**src/rtl/pulse_compression_sequencer_pkg.sv**
```systemverilog
// Shared types and width constants for the pulse compression sequencer.
package pulse_compression_pkg;

   typedef enum logic [2:0] {
      IDLE,
      LOAD_COEFF,
      STREAM,
      FLUSH,
      GAP,
      DONE,
      ERROR
   } pcs_state_t;

   localparam int OUT_INDEX_W   = 16;
   localparam int PULSE_INDEX_W = 8;

   function automatic int max_int(input int a, input int b);
      return (a > b) ? a : b;
   endfunction

   // Bits needed for a down-counter loaded with max_count-1.
   function automatic int cnt_width(input int max_count);
      return (max_count > 1) ? $clog2(max_count) : 1;
   endfunction

endpackage

```
**src/rtl/pulse_compression_sequencer_if.sv**
```systemverilog
// Control/status bundle between radar timing logic (master) and the sequencer (slave).
interface pulse_compression_sequencer_if;
   import pulse_compression_pkg::*;

   logic                     start;
   logic                     abort;
   logic [PULSE_INDEX_W-1:0] numPulses;
   logic                     coeffSetFlag;
`ifdef PCS_RANGE_GATE_EN
   logic [OUT_INDEX_W-1:0]   gateStart;
   logic [OUT_INDEX_W-1:0]   gateEnd;
`endif
   logic                     enableMFCoeff;
   logic                     loadCoeff;
   logic                     enableMFDataIn;
   logic                     enableHT;
   logic                     loadDataFlag;
   logic                     stopDataLoadFlag;
   logic                     enableSquar;
   logic                     outValid;
   logic [OUT_INDEX_W-1:0]   outIndex;
   logic [PULSE_INDEX_W-1:0] pulseIndex;
   logic                     busy;
   logic                     done;
   logic                     error;

   modport master (
      output start, abort, numPulses, coeffSetFlag,
`ifdef PCS_RANGE_GATE_EN
      output gateStart, gateEnd,
`endif
      input  enableMFCoeff, loadCoeff, enableMFDataIn, enableHT, loadDataFlag,
      input  stopDataLoadFlag, enableSquar, outValid, outIndex, pulseIndex,
      input  busy, done, error
   );

   modport slave (
      input  start, abort, numPulses, coeffSetFlag,
`ifdef PCS_RANGE_GATE_EN
      input  gateStart, gateEnd,
`endif
      output enableMFCoeff, loadCoeff, enableMFDataIn, enableHT, loadDataFlag,
      output stopDataLoadFlag, enableSquar, outValid, outIndex, pulseIndex,
      output busy, done, error
   );

endinterface

```
**src/rtl/pcs_valid_window.sv**
```systemverilog
// Delays a stream-start strobe by PIPE_LATENCY cycles, then opens a valid window of WINDOW_LENGTH cycles.
module pcs_valid_window
   import pulse_compression_pkg::*;
#(
   parameter int PIPE_LATENCY  = 30,
   parameter int WINDOW_LENGTH = 8499
) (
   input  logic                   clock,
   input  logic                   resetN,
   input  logic                   i_start,
   input  logic                   i_clear,
   output logic                   o_valid,
   output logic [OUT_INDEX_W-1:0] o_index
);

   localparam int DLY_W = cnt_width(PIPE_LATENCY);

   logic                   r_wait;
   logic [DLY_W-1:0]       r_dly;
   logic                   r_valid;
   logic [OUT_INDEX_W-1:0] r_index;

   always_ff @(posedge clock or negedge resetN) begin
      if (!resetN) begin
         r_wait  <= 1'b0;
         r_dly   <= '0;
         r_valid <= 1'b0;
         r_index <= '0;
      end else if (i_clear) begin
         r_wait  <= 1'b0;
         r_dly   <= '0;
         r_valid <= 1'b0;
         r_index <= '0;
      end else begin
         if (i_start) begin
            r_wait <= 1'b1;
            r_dly  <= DLY_W'(PIPE_LATENCY - 1);
         end else if (r_wait) begin
            if (r_dly == '0) begin
               r_wait  <= 1'b0;
               r_valid <= 1'b1;
               r_index <= '0;
            end else begin
               r_dly <= r_dly - 1'b1;
            end
         end
         if (r_valid) begin
            if (r_index == OUT_INDEX_W'(WINDOW_LENGTH - 1)) begin
               r_valid <= 1'b0;
               r_index <= '0;
            end else begin
               r_index <= r_index + 1'b1;
            end
         end
      end
   end

   assign o_valid = r_valid;
   assign o_index = r_index;

endmodule

```
**src/rtl/pulse_compression_sequencer.sv**
```systemverilog
// Pulse compression control FSM: coefficient load, per-pulse stream/flush/gap, valid window.
// Optional range gating of outValid when PCS_RANGE_GATE_EN is defined.
//
// state      | meaning
// IDLE       | waiting for start, all enables low
// LOAD_COEFF | coefficient reader + FIR coeff load, timeout running
// STREAM     | DATA_LENGTH samples into Hilbert/FIR/magnitude
// FLUSH      | FIR drained for COEFF_LENGTH+PIPE_LATENCY cycles
// GAP        | idle spacing between pulses
// DONE       | one-cycle run completion
// ERROR      | coefficient timeout, back to IDLE next cycle
module pulse_compression_sequencer
   import pulse_compression_pkg::*;
#(
   parameter int COEFF_LENGTH  = 800,
   parameter int DATA_LENGTH   = 7700,
   parameter int PIPE_LATENCY  = 30,
   parameter int GAP_CYCLES    = 16,
   parameter int COEFF_TIMEOUT = 2048
) (
   input  logic                         clock,
   input  logic                         resetN,
   pulse_compression_sequencer_if.slave bus
);

   localparam int FLUSH_CYCLES = COEFF_LENGTH + PIPE_LATENCY;
   localparam int TMR_MAX      = max_int(max_int(COEFF_TIMEOUT, DATA_LENGTH),
                                         max_int(FLUSH_CYCLES, GAP_CYCLES));
   localparam int TMR_W        = cnt_width(TMR_MAX);

   pcs_state_t               r_state;
   pcs_state_t               w_state_next;
   logic [TMR_W-1:0]         r_tmr;
   logic [TMR_W-1:0]         w_tmr_next;
   logic                     w_tmr_zero;
   logic [PULSE_INDEX_W-1:0] r_pulse_idx;
   logic [PULSE_INDEX_W-1:0] w_pulse_inc;
   logic [PULSE_INDEX_W-1:0] r_num_pulses;
   logic                     r_error;
   logic                     w_accept;
   logic                     w_err_enter;
   logic                     w_flush_end;
   logic                     w_last_pulse;
   logic                     w_stream_start;
   logic                     w_en_coeff;
   logic                     w_en_data;
   logic                     w_en_ht;
   logic                     w_load_data;
   logic                     w_stop_load;
   logic                     w_en_squar;
   logic                     w_done;
   logic                     w_win_valid;
   logic [OUT_INDEX_W-1:0]   w_win_index;

   assign w_tmr_zero   = (r_tmr == '0);
   assign w_pulse_inc  = r_pulse_idx + 1'b1;
   assign w_last_pulse = (r_num_pulses != '0) && (w_pulse_inc == r_num_pulses);
   assign w_accept     = (r_state == IDLE) && bus.start && !bus.abort;
   assign w_err_enter  = (r_state == LOAD_COEFF) && (w_state_next == ERROR);
   assign w_flush_end  = (r_state == FLUSH) && w_tmr_zero && !bus.abort;
   assign w_stream_start = (w_state_next == STREAM) && (r_state != STREAM);

   always_ff @(posedge clock or negedge resetN) begin
      if (!resetN) begin
         r_state      <= IDLE;
         r_tmr        <= '0;
         r_pulse_idx  <= '0;
         r_num_pulses <= '0;
         r_error      <= 1'b0;
      end else begin
         r_state <= w_state_next;
         r_tmr   <= w_tmr_next;
         if (w_accept) begin
            r_num_pulses <= bus.numPulses;
            r_pulse_idx  <= '0;
            r_error      <= 1'b0;
         end
         if (w_err_enter) r_error <= 1'b1;
         if (w_flush_end) r_pulse_idx <= w_pulse_inc;
      end
   end

   always_comb begin
      w_state_next = r_state;
      w_tmr_next   = w_tmr_zero ? r_tmr : r_tmr - 1'b1;
      w_en_coeff   = 1'b0;
      w_en_data    = 1'b0;
      w_en_ht      = 1'b0;
      w_load_data  = 1'b0;
      w_stop_load  = 1'b0;
      w_en_squar   = 1'b0;
      w_done       = 1'b0;
      case (r_state)
         IDLE: begin
            if (bus.start) begin
               w_state_next = LOAD_COEFF;
               w_tmr_next   = TMR_W'(COEFF_TIMEOUT - 1);
            end
         end
         LOAD_COEFF: begin
            w_en_coeff = 1'b1;
            if (bus.coeffSetFlag) begin
               w_state_next = STREAM;
               w_tmr_next   = TMR_W'(DATA_LENGTH - 1);
            end else if (w_tmr_zero) begin
               w_state_next = ERROR;
            end
         end
         STREAM: begin
            w_en_data   = 1'b1;
            w_en_ht     = 1'b1;
            w_load_data = 1'b1;
            w_en_squar  = 1'b1;
            if (w_tmr_zero) begin
               w_state_next = FLUSH;
               w_tmr_next   = TMR_W'(FLUSH_CYCLES - 1);
            end
         end
         FLUSH: begin
            w_en_ht     = 1'b1;
            w_stop_load = 1'b1;
            w_en_squar  = 1'b1;
            if (w_tmr_zero) begin
               if (w_last_pulse) begin
                  w_state_next = DONE;
               end else begin
                  w_state_next = GAP;
                  w_tmr_next   = TMR_W'(GAP_CYCLES - 1);
               end
            end
         end
         GAP: begin
            if (w_tmr_zero) begin
               w_state_next = STREAM;
               w_tmr_next   = TMR_W'(DATA_LENGTH - 1);
            end
         end
         DONE: begin
            w_done       = 1'b1;
            w_state_next = IDLE;
         end
         ERROR: begin
            w_state_next = IDLE;
         end
         default: begin
            w_state_next = IDLE;
         end
      endcase
      // Cancel wins over every other transition, including a same-cycle start.
      if (bus.abort) begin
         w_state_next = IDLE;
         w_done       = 1'b0;
      end
   end

   pcs_valid_window #(
      .PIPE_LATENCY (PIPE_LATENCY),
      .WINDOW_LENGTH(DATA_LENGTH + COEFF_LENGTH - 1)
   ) u_valid_window (
      .clock  (clock),
      .resetN (resetN),
      .i_start(w_stream_start),
      .i_clear(bus.abort),
      .o_valid(w_win_valid),
      .o_index(w_win_index)
   );

`ifdef PCS_RANGE_GATE_EN
   logic [OUT_INDEX_W-1:0] r_gate_start;
   logic [OUT_INDEX_W-1:0] r_gate_end;

   always_ff @(posedge clock or negedge resetN) begin
      if (!resetN) begin
         r_gate_start <= '0;
         r_gate_end   <= '0;
      end else if (w_accept) begin
         r_gate_start <= bus.gateStart;
         r_gate_end   <= bus.gateEnd;
      end
   end

   assign bus.outValid = w_win_valid && (w_win_index >= r_gate_start) &&
                         (w_win_index <= r_gate_end);
`else
   assign bus.outValid = w_win_valid;
`endif

   assign bus.enableMFCoeff    = w_en_coeff;
   assign bus.loadCoeff        = w_en_coeff;
   assign bus.enableMFDataIn   = w_en_data;
   assign bus.enableHT         = w_en_ht;
   assign bus.loadDataFlag     = w_load_data;
   assign bus.stopDataLoadFlag = w_stop_load;
   assign bus.enableSquar      = w_en_squar;
   assign bus.outIndex         = w_win_index;
   assign bus.pulseIndex       = r_pulse_idx;
   assign bus.busy             = (r_state != IDLE);
   assign bus.done             = w_done;
   assign bus.error            = r_error;

endmodule
```
**src/flat_wrapper.sv**
```systemverilog
// flat-port wrapper written by rule: the top's interface ports become plain ports
module pulse_compression_sequencer_flat import pulse_compression_pkg::*;
#(
   parameter int COEFF_LENGTH  = 800,
   parameter int DATA_LENGTH   = 7700,
   parameter int PIPE_LATENCY  = 30,
   parameter int GAP_CYCLES    = 16,
   parameter int COEFF_TIMEOUT = 2048
)
  (clock, resetN, bus_start, bus_abort, bus_numPulses, bus_coeffSetFlag, bus_enableMFCoeff, bus_loadCoeff, bus_enableMFDataIn, bus_enableHT, bus_loadDataFlag, bus_stopDataLoadFlag, bus_enableSquar, bus_outValid, bus_outIndex, bus_pulseIndex, bus_busy, bus_done, bus_error);
  pulse_compression_sequencer_if bus_i ();
  input  logic clock;
  input  logic resetN;
  input wire logic [$bits(bus_i.start)-1:0] bus_start;
  input wire logic [$bits(bus_i.abort)-1:0] bus_abort;
  input wire logic [$bits(bus_i.numPulses)-1:0] bus_numPulses;
  input wire logic [$bits(bus_i.coeffSetFlag)-1:0] bus_coeffSetFlag;
  output wire logic [$bits(bus_i.enableMFCoeff)-1:0] bus_enableMFCoeff;
  output wire logic [$bits(bus_i.loadCoeff)-1:0] bus_loadCoeff;
  output wire logic [$bits(bus_i.enableMFDataIn)-1:0] bus_enableMFDataIn;
  output wire logic [$bits(bus_i.enableHT)-1:0] bus_enableHT;
  output wire logic [$bits(bus_i.loadDataFlag)-1:0] bus_loadDataFlag;
  output wire logic [$bits(bus_i.stopDataLoadFlag)-1:0] bus_stopDataLoadFlag;
  output wire logic [$bits(bus_i.enableSquar)-1:0] bus_enableSquar;
  output wire logic [$bits(bus_i.outValid)-1:0] bus_outValid;
  output wire logic [$bits(bus_i.outIndex)-1:0] bus_outIndex;
  output wire logic [$bits(bus_i.pulseIndex)-1:0] bus_pulseIndex;
  output wire logic [$bits(bus_i.busy)-1:0] bus_busy;
  output wire logic [$bits(bus_i.done)-1:0] bus_done;
  output wire logic [$bits(bus_i.error)-1:0] bus_error;
  assign bus_i.start = bus_start;
  assign bus_i.abort = bus_abort;
  assign bus_i.numPulses = bus_numPulses;
  assign bus_i.coeffSetFlag = bus_coeffSetFlag;
  assign bus_enableMFCoeff = bus_i.enableMFCoeff;
  assign bus_loadCoeff = bus_i.loadCoeff;
  assign bus_enableMFDataIn = bus_i.enableMFDataIn;
  assign bus_enableHT = bus_i.enableHT;
  assign bus_loadDataFlag = bus_i.loadDataFlag;
  assign bus_stopDataLoadFlag = bus_i.stopDataLoadFlag;
  assign bus_enableSquar = bus_i.enableSquar;
  assign bus_outValid = bus_i.outValid;
  assign bus_outIndex = bus_i.outIndex;
  assign bus_pulseIndex = bus_i.pulseIndex;
  assign bus_busy = bus_i.busy;
  assign bus_done = bus_i.done;
  assign bus_error = bus_i.error;
  pulse_compression_sequencer #(.COEFF_LENGTH(COEFF_LENGTH), .DATA_LENGTH(DATA_LENGTH), .PIPE_LATENCY(PIPE_LATENCY), .GAP_CYCLES(GAP_CYCLES), .COEFF_TIMEOUT(COEFF_TIMEOUT)) u_core (.clock(clock), .resetN(resetN), .bus(bus_i));
endmodule
```
**config.mk**
```make
export PLATFORM = sky130hd
export DESIGN_NAME = pulse_compression_sequencer_flat
export DESIGN_NICKNAME = d
export VERILOG_FILES = /design/src/rtl/pulse_compression_sequencer_pkg.sv /design/src/rtl/pulse_compression_sequencer_if.sv /design/src/rtl/pcs_valid_window.sv /design/src/rtl/pulse_compression_sequencer.sv /design/src/flat_wrapper.sv
export SDC_FILE = /design/constraint.sdc
export NUM_CORES = 1
export LEC_CHECK = 0
export BUFFER_PORTS_ARGS = -buffer_cell sky130_fd_sc_hd__buf_2
export CORE_MARGIN = 2
export CORE_UTILIZATION = 55
export CTS_BUF_LIST = sky130_fd_sc_hd__clkbuf_8
export CTS_CLUSTER_DIAMETER = 50
export DETAILED_ROUTE_END_ITERATION = 16
export HOLD_SLACK_MARGIN = 0.15
export PLACE_DENSITY = 0.77
export SLEW_MARGIN = 25
export SYNTH_ARGS = -nofsm -noshare
export SYNTH_HDL_FRONTEND = slang
export SYNTH_SLANG_ARGS = --single-unit
```
**constraint.sdc**
```tcl
create_clock -name clock -period 5.8 [get_ports clock]
set_input_delay 0.87 -clock clock [delete_from_list [all_inputs] [get_ports clock]]
set_output_delay 0.87 -clock clock [all_outputs]
set_load 0.01 [all_outputs]
```
==> results of run 1 <==
-- synthesized netlist by cell type (9+ instances only) --
cell       n
dfrtp_1   56
nor2_1    36
o21ai_0   20
nand2b_1  13
o21ai_1   16
a21oi_1   24
xnor2_1   11
nand2_1   29
inv_1     11
nand3_1   16
nor3_1     9
clkbuf_1  12
-- cell type report --
| type | instances | area share (%) |
|---|---|---|
| Multi-Input combinational cell | 294 | 49.2 |
| Clock buffer | 7 | 2.57 |
| Timing Repair Buffer | 48 | 6.47 |
| Sequential cell | 56 | 37.3 |
| Inverter | 11 | 1.10 |
| Clock inverter | 1 | 0.800 |
| Tap cell | 75 | 2.50 |
-- report_power, final --
group          switching (W)  total, W  internal [W]  leakage, nW
clock network       0.000126  0.000279      0.000153       0.0645
registers          0.0000461  0.000472      0.000426        0.717
logic              0.0000929  0.000177     0.0000838        0.880
-- registers in the layout (all words and copies together) (netlist names), 3 cells and up --
name and count:
u_core.u_valid_window.o_index 16, u_core.r_tmr 13, u_core.bus.pulseIndex 8, u_core.r_num_pulses 8, u_core.u_valid_window.r_dly 5, u_core.r_state 3
-- layout by cell type, fill, tap and decap left out, drive strengths merged, types with 3 or more instances in the layout --
| cell type | n |
|---|---|
| nor2 | 37 |
| and4 | 3 |
| a21oi | 25 |
| o41ai | 4 |
| or4 | 3 |
| clkbuf | 7 |
| and3 | 5 |
| o21ai | 37 |
| mux2i | 5 |
| a211oi | 3 |
| nor4 | 8 |
| o31ai | 7 |
| nor3b | 3 |
| nor2b | 6 |
| xnor2 | 11 |
| or3 | 5 |
| nand3 | 16 |
| xor2 | 8 |
| a31oi | 4 |
| ha | 7 |
| inv | 11 |
| a21o | 4 |
| nand2 | 29 |
| dfrtp | 56 |
| buf | 48 |
| mux2 | 8 |
| nand2b | 13 |
| nor3 | 9 |
| o21a | 4 |
-- metrics by stage --
stage | cell area [um2] | total power (W)
after floorplan | 3390 | 0.000604
after global placement | 3620 | 0.000648
after detailed placement | 3620 | 0.000654
after CTS | 3750 | 0.000930
after global routing | 3750 | 0.000975
final | 3750 | 0.000927
-- cell families after synthesis --
logic type                 count (synthesis)  synth area share, %
DFF                                       56                 41.3
xor gates and xnor gates                  19                 4.90
buffers and inverters                     32                 4.50
muxes                                     13                 4.13
adders and majority gates                  7                 2.58
AOI/OAI and AO/OA                        108                 20.2
and+or+nand+nor                          147                 22.4
-- worst register-to-register path: stages (launching register included) --
cell      delay (ns)
dfrtp_1         0.45
inv_1           0.08
ha_1            0.18
nor3b_1         0.32
and4_1          0.52
inv_1           0.33
ha_1            0.40
o21bai_1        0.16
a21oi_1         0.13
a21oi_1         0.06
a211oi_1        0.19
a21oi_1         0.09
-- worst max path at each step --
stage / from / end / slack [ns] / depth (start not counted)
floorplan: u_core.r_tmr[1] / u_core.r_tmr[0] / 3.30 / 13
global placement: u_core.r_tmr[0] / u_core.r_tmr[0] / 2.97 / 11
detailed placement: u_core.r_tmr[0] / u_core.r_tmr[0] / 2.82 / 11
CTS: u_core.r_tmr[0] / u_core.r_tmr[0] / 2.81 / 11
global route: u_core.r_tmr[0] / u_core.r_tmr[0] / 2.43 / 11
finish: u_core.r_tmr[0] / u_core.r_tmr[0] / 2.78 / 11
-- routing by layer --
layer | GRT usage (%) | vias up | part of all wire (%)
li1 | - | 1456 | -
met1 | 34.7 | 1454 | 48
met5 | 0 | - | 0
met2 | 36.6 | 76 | 47
met4 | 4.59 | 0 | 0.87
met3 | 2.61 | 7 | 4.5
==> summary.md, run 1 <==
| Metric | Value |
|---|---|
| Max-cap violations | 0 |
| Clock sinks | 56 |
| Worst skew pair latency | 0.31 ns |
| Clk_skew | 0.0138 ns |
| Syn Area/Cell | 8.89 um2 |
| Hold_sp | u_core.bus.error |
| R2R Path End | u_core.r_tmr[0] |
| CTS H-tree depth | 2 |
| Share of cells above drive strength 1 | 17.3% |
| PD cells | 247 nW/um2 |
| Yosys warnings | 0 |
| Number of nets with antenna violations after routing | 0 |
| Critical path type | reg -> reg |
| Ant diodes | 0 |
| Post-CTS setup buffer count | 0 |
| Drt drc | 0 |
| Core area | 5960 um2 |
| Maximum clock path buffer count | 2 |
| I/O pins | 48 |
| Reg-to-Reg Start | u_core.r_tmr[0] |
| FFs w/ async S/R, synth | 100% |
| Crit-path max cell delay | 0.52 ns |
| FF-to-FF path depth | 11 |
| Cells after synthesis | 382 |
| Hold buffers post-CTS | 0 |
| Final Util | 63.0% |
| Final WS setup | 2.78 ns |
| Number of synthesized flops with an enable pin | 0 |
| Num CTS Buffers | 5 |
| DIE AREA | 6820 um2 |
| Worst VDD drop | 0.143 mV |
| Port buffer count | 47 |
| Initial DRT Pass Iterations | 4 |
| Drt wl/cell | 15.1 um |
| Setup Total Neg Slack | 0 ns |
| Min Tclk post-route | 3.02 ns |
| Area delta synth->final | 10.6% |
| GRT Total Usage | 23.2% |
| Synthesized Nets | 402 |
| Slew HR | 45.8% |
| GPL Wtd Cong | 0.936 |
| Initial Util | 57.0% |
| Yosys reg bits | 56 |
| Filler Cell Count | 549 |
| CTS tree | built |
| Cell area after synthesis | 3390 um2 |
| Final worst path period share | 52.1% |
| Layout Nets | 436 |
| CP arrival | 3.23 ns |
| Largest net degree at the start of global routing | 57 |
| First-pass GRT wire length | 12400 um |
| RSZ-0062 raised after global routing | no |
| Cell taking the most area after synthesis | dfrtp_1 |
| Worst path buffer plus inverter count | 2 |
| Hold depth | 1 |
| Detailed placement HPWL | 5220 um |
| Worst Path Required | 6.01 ns |
| Synth Flop Type | dfrtp_1 |
| Vias in the first global route | 2613 |
| Remaining Overflow, GRT | 0 |
| Via density per instance | 6.08 |
| Outcome | completed |
| F_max | 331 MHz |
| Post-CTS sizing | 0 |
| Placed Cells | 484 |
| Hold endpoint | u_core.bus.error |
| R2r setup slk | 2.78 ns |
| Non-Filler Instances | 492 |
| Row cnt | 28 |
| Crit-path slowest cell | and4_1 |
| Post-Route WL | 7440 um |
| Initial antenna violation count | 0 |
| Worst Max-Slew Pin Slew | 0.802 ns |
| Pleak | 1.66 nW |
| Worst Setup End Kind | flop |
| Clock-pin slew on the worst setup and hold paths | 0.11 ns |
| Setup violators final | 0 |
| Post-synth top area share | 41.3% |
| Top cells by area, synth | dfrtp_1, nor2_1, a21oi_1 |
| Clk root buf | clkbuf_8 |
| Hold_ws | 0.507 ns |
| Vias post-DR | 2993 |
| Die Height | 82.6 um |
| Hold Crit Class | reg -> reg |
| Post-synthesis sequential area ratio | 41.3% |
| Worst path cell trace | inv_1 -> ha_1 -> nor3b_1 -> and4_1 -> inv_1 -> ha_1 -> o21bai_1 -> a21oi_1 -> a21oi_1 -> a211oi_1 -> a21oi_1 |
| Final Hold Viols | 0 |
| CP Max Fanout | 15 |
| Chip width | 82.6 um |
| DR iter-0 viols | 150 |
| CP most frequent cell | a21oi_1 |
| Area of the multi-input gates | 1850 um2 |
| Max-slew violations | 0 |
| DP Worst Slack | 2.82 ns |
| CP Launch Type | flop |
| Post-synth cell types | 59 |
| Register area | 1400 um2 |
| CP top delay family | simple AND/OR/NAND/NOR gates |
Power figures use the tool's default switching activity.
==> inputs of run 2 (changes only) <==
- ABC_AREA: default -> 1
- PLACE_DENSITY: 0.77 -> 0.76
- clock period: 5.8 -> 3.15 ns (I/O delays scaled with it)
==> summary.md, run 2 <==
| Metric | Value |
|---|---|
| Outcome | completed |
| Cell taking the most area after synthesis | dfrtp_1 |
| Critical path type | reg -> reg |
| Initial DRT Pass Iterations | 4 (unchanged) |
| Share of cells above drive strength 1 | 21.0% (+3.7 points) |
| Min Tclk post-route | 2.40 ns (-0.627 ns) |
| Yosys reg bits | 56 (unchanged) |
| Final WS setup | 0.755 ns (-2.02 ns) |
| Worst path cell trace | ha_1 -> nand2_1 -> nor2_1 -> nand2_1 -> nand2_1 -> nor2_1 -> nor2_1 -> nand3_1 -> nor2_1 -> nand2_2 -> nand2_2 -> nand2_2 -> nand4_4 -> nand2_4 -> nand3_1 -> nand2_1 |
| Top cells by area, synth | dfrtp_1, nand2_1, inv_1 |
| Yosys warnings | 0 (unchanged) |
| CP Max Fanout | 16 (+1) |
| Clock-pin slew on the worst setup and hold paths | 0.11 ns (about the same) |
| GRT Total Usage | 23.6% (+0.40 points) |
| Clk root buf | clkbuf_8 |
| Ant diodes | 0 (unchanged) |
| Drt drc | 0 (unchanged) |
| Port buffer count | 47 (unchanged) |
| CP arrival | 2.60 ns (-0.63 ns) |
| Initial antenna violation count | 0 (unchanged) |
| Vias post-DR | 3395 (+13%) |
| Clk_skew | 0.0151 ns (+0.00132 ns) |
| Num CTS Buffers | 5 (unchanged) |
| Setup violators final | 0 (unchanged) |
| Post-synthesis sequential area ratio | 37.7% (-3.5 points) |
| Commonest non-fill, non-tap cell in the layout | nand2_1 |
| F_max | 417 MHz (+26%) |
| Post-synth top area share | 37.7% (-3.5 points) |
| Row cnt | 29 (+3.6%) |
| Layout Nets | 563 (+29%) |
| Slew HR | 37.6% (-8.2 points) |
| RSZ-0062 raised after global routing | no |
| DP Worst Slack | 0.764 ns (-2.06 ns) |
| Hold_sp | bus_numPulses[0] |
| Remaining Overflow, GRT | 0 (unchanged) |
| Vias in the first global route | 3121 (+19%) |
| Max reg flops | 16 (unchanged) |
| Max-cap violations | 0 (unchanged) |
| Synth Flop Type | dfrtp_1 |
| Final Hold Viols | 0 (unchanged) |
| I/O pins | 48 (unchanged) |
| First-pass GRT wire length | 14200 um (+15%) |
| R2r setup slk | 0.75 ns (-2.02 ns) |
| DIE AREA | 7420 um2 (+8.9%) |
| PD cells | 409 nW/um2 (+66%) |
| Worst path buffer plus inverter count | 0 (-2) |
| Number of nets with antenna violations after routing | 0 (unchanged) |
| Final worst path period share | 76.0% (+24 points) |
| Worst VDD drop | 0.210 mV (+47%) |
| Largest net degree at the start of global routing | 40 (-30%) |
| Area delta synth->final | 10.1% |
| Post-CTS sizing | 0 (unchanged) |
| Clock sinks | 56 (unchanged) |
| Post-Route WL | 8280 um (+11%) |
| FFs w/ async S/R, synth | 100% (unchanged) |
| Max-slew violations | 0 (unchanged) |
| Post-route design area | 4090 um2 (+8.9%) |
| Post-synth cell types | 44 (-25%) |
| CTS H-tree depth | 2 (unchanged) |
| CTS tree | built |
| Maximum clock path buffer count | 2 (unchanged) |
| Worst skew pair latency | 0.31 ns (about the same) |
| Setup Total Neg Slack | 0 ns (unchanged) |
| Critical path launch point | u_core.bus.pulseIndex[0] |
| Worst Setup End Kind | flop |
| Drt wl/cell | 13.3 um (-12%) |
| Detailed placement HPWL | 6230 um (+20%) |
| Total power draw | 0.00167 W (+80%) |
| Via density per instance | 5.47 (-10%) |
| Crit-path slowest cell | dfrtp_1 |
| Reg-to-Reg Start | u_core.bus.pulseIndex[0] |
| GPL Wtd Cong | 0.912 (-2.5%) |
| Placed inst area | 3990 um2 (+10%) |
| Initial Util | 57.8% (+0.81 points) |
| Top cells by count, synth | nand2_1, inv_1, dfrtp_1 |
| Core area | 6420 um2 (+7.8%) |
| Most frequent cells in the layout | nand2_1, inv_1, dfrtp_1 |
| Chip width | 86.2 um (+4.4%) |
| Synthesized Nets | 516 (+28%) |
| Crit-path max cell delay | 0.50 ns (-0.02 ns) |
| DR iter-0 viols | 172 (+15%) |
| Syn Area/Cell | 7.48 um2 (-16%) |
| Pleak | 2.09 nW (+26%) |
| Die Height | 86.2 um (+4.4%) |
| CP top delay family | simple AND/OR/NAND/NOR gates |
| Number of synthesized flops with an enable pin | 0 (unchanged) |
| Worst Max-Slew Pin Slew | 0.935 ns (+0.134 ns) |
| Cell area after synthesis | 3710 um2 (+9.4%) |
| Worst Path Required | 3.36 ns (-2.65 ns) |
| Cells after synthesis | 496 (+30%) |
| CP Launch Type | flop |
| Hold Crit Class | in -> reg |
| Most common cell in the synthesized netlist | nand2_1 |
==> run 2: cell types whose count changed in the layout (fill, tap and decap cells not counted), moves of 12 or more <==
cell,change
inv_1,+57
nand2b_1,-13
nand3_1,+30
a21oi_1,-18
nand2_1,+84
o21ai_1,-12
nand4_1,+25
nand2_2,+12
==> run 2: routing by layer <==
metal | global-route usage, % | vias to the layer above | share of wire [%]
met5 | 0 | - | 0
met4 | 7.07 | 0 | 1.3
met1 | 33.6 | 1566 | 48
met2 | 37.4 | 99 | 47
met3 | 3.37 | 12 | 4.5
li1 | - | 1718 | -
==> run 2: path summary, 6_finish.rpt <==
kind                                                         end  cells after the start
worst max-delay path            u_core.u_valid_window.o_index[4]                     16
worst min-delay path                      u_core.r_num_pulses[0]                      3
worst max register to register  u_core.u_valid_window.o_index[4]                     16
worst min register to register                  u_core.r_tmr[12]                      2
max in group asynchronous                        u_core.r_tmr[4]                      3
min in group asynchronous               u_core.bus.pulseIndex[2]                      2
==> run 2: power by group <==
| part | total, W | switching (W) | internal [W] |
|---|---|---|---|
| Combinational | 0.000393 | 0.000245 | 0.000148 |
| Clock | 0.000414 | 0.000238 | 0.000176 |
| Sequential | 0.000866 | 0.0000742 | 0.000791 |
==> run 2: cells by family (layout without fill, tap and decap cells) <==
logic type               count (synthesis)  in the layout  share of synthesized area, %
XOR/XNOR                                16             16                          3.78
AO/OA/AOI/OAI                           51             51                          8.33
flip-flops                              56             56                          37.7
buffers and inverters                   88            136                          9.98
AND/OR/NAND/NOR                        278            278                          37.8
adder cells (fa/ha/maj)                  7              7                          2.36
==> run 2: final cells by class <==
cell class,instances,area [um2]
repair buffers,51,268
multi-input cells,352,1940
flip-flops and latches,56,1400
clock inverters,2,11.3
well taps,77,96.3
inverters,77,289
clock buffers,6,82.6
fillers,573,2330
==> run 2: worst reg2reg max path, stage by stage (launching register included) <==
cell	delay (ns)
dfrtp_1	0.50
ha_1	0.25
nand2_1	0.10
nor2_1	0.16
nand2_1	0.07
nand2_1	0.06
nor2_1	0.04
nor2_1	0.12
nand3_1	0.08
nor2_1	0.11
nand2_2	0.08
nand2_2	0.06
nand2_2	0.09
nand4_4	0.19
nand2_4	0.20
nand3_1	0.12
nand2_1	0.06
==> run 2: repair_timing <==
item	in CTS	in global routing
setup buffers	0	0
hold endpoints to repair	17	0
hold buffers	1	0
==> run 2: metrics by stage <==
step | std cells | hold slack, ns | utilization, %
after floorplan | 496 | 0.177 | -
after global placement | 612 | 0.430 | 62.0
after detailed placement | 612 | 0.432 | 62.0
after CTS | 621 | 0.355 | 63.7
after global routing | 621 | 0.367 | 63.7
final | 621 | 0.358 | 63.7
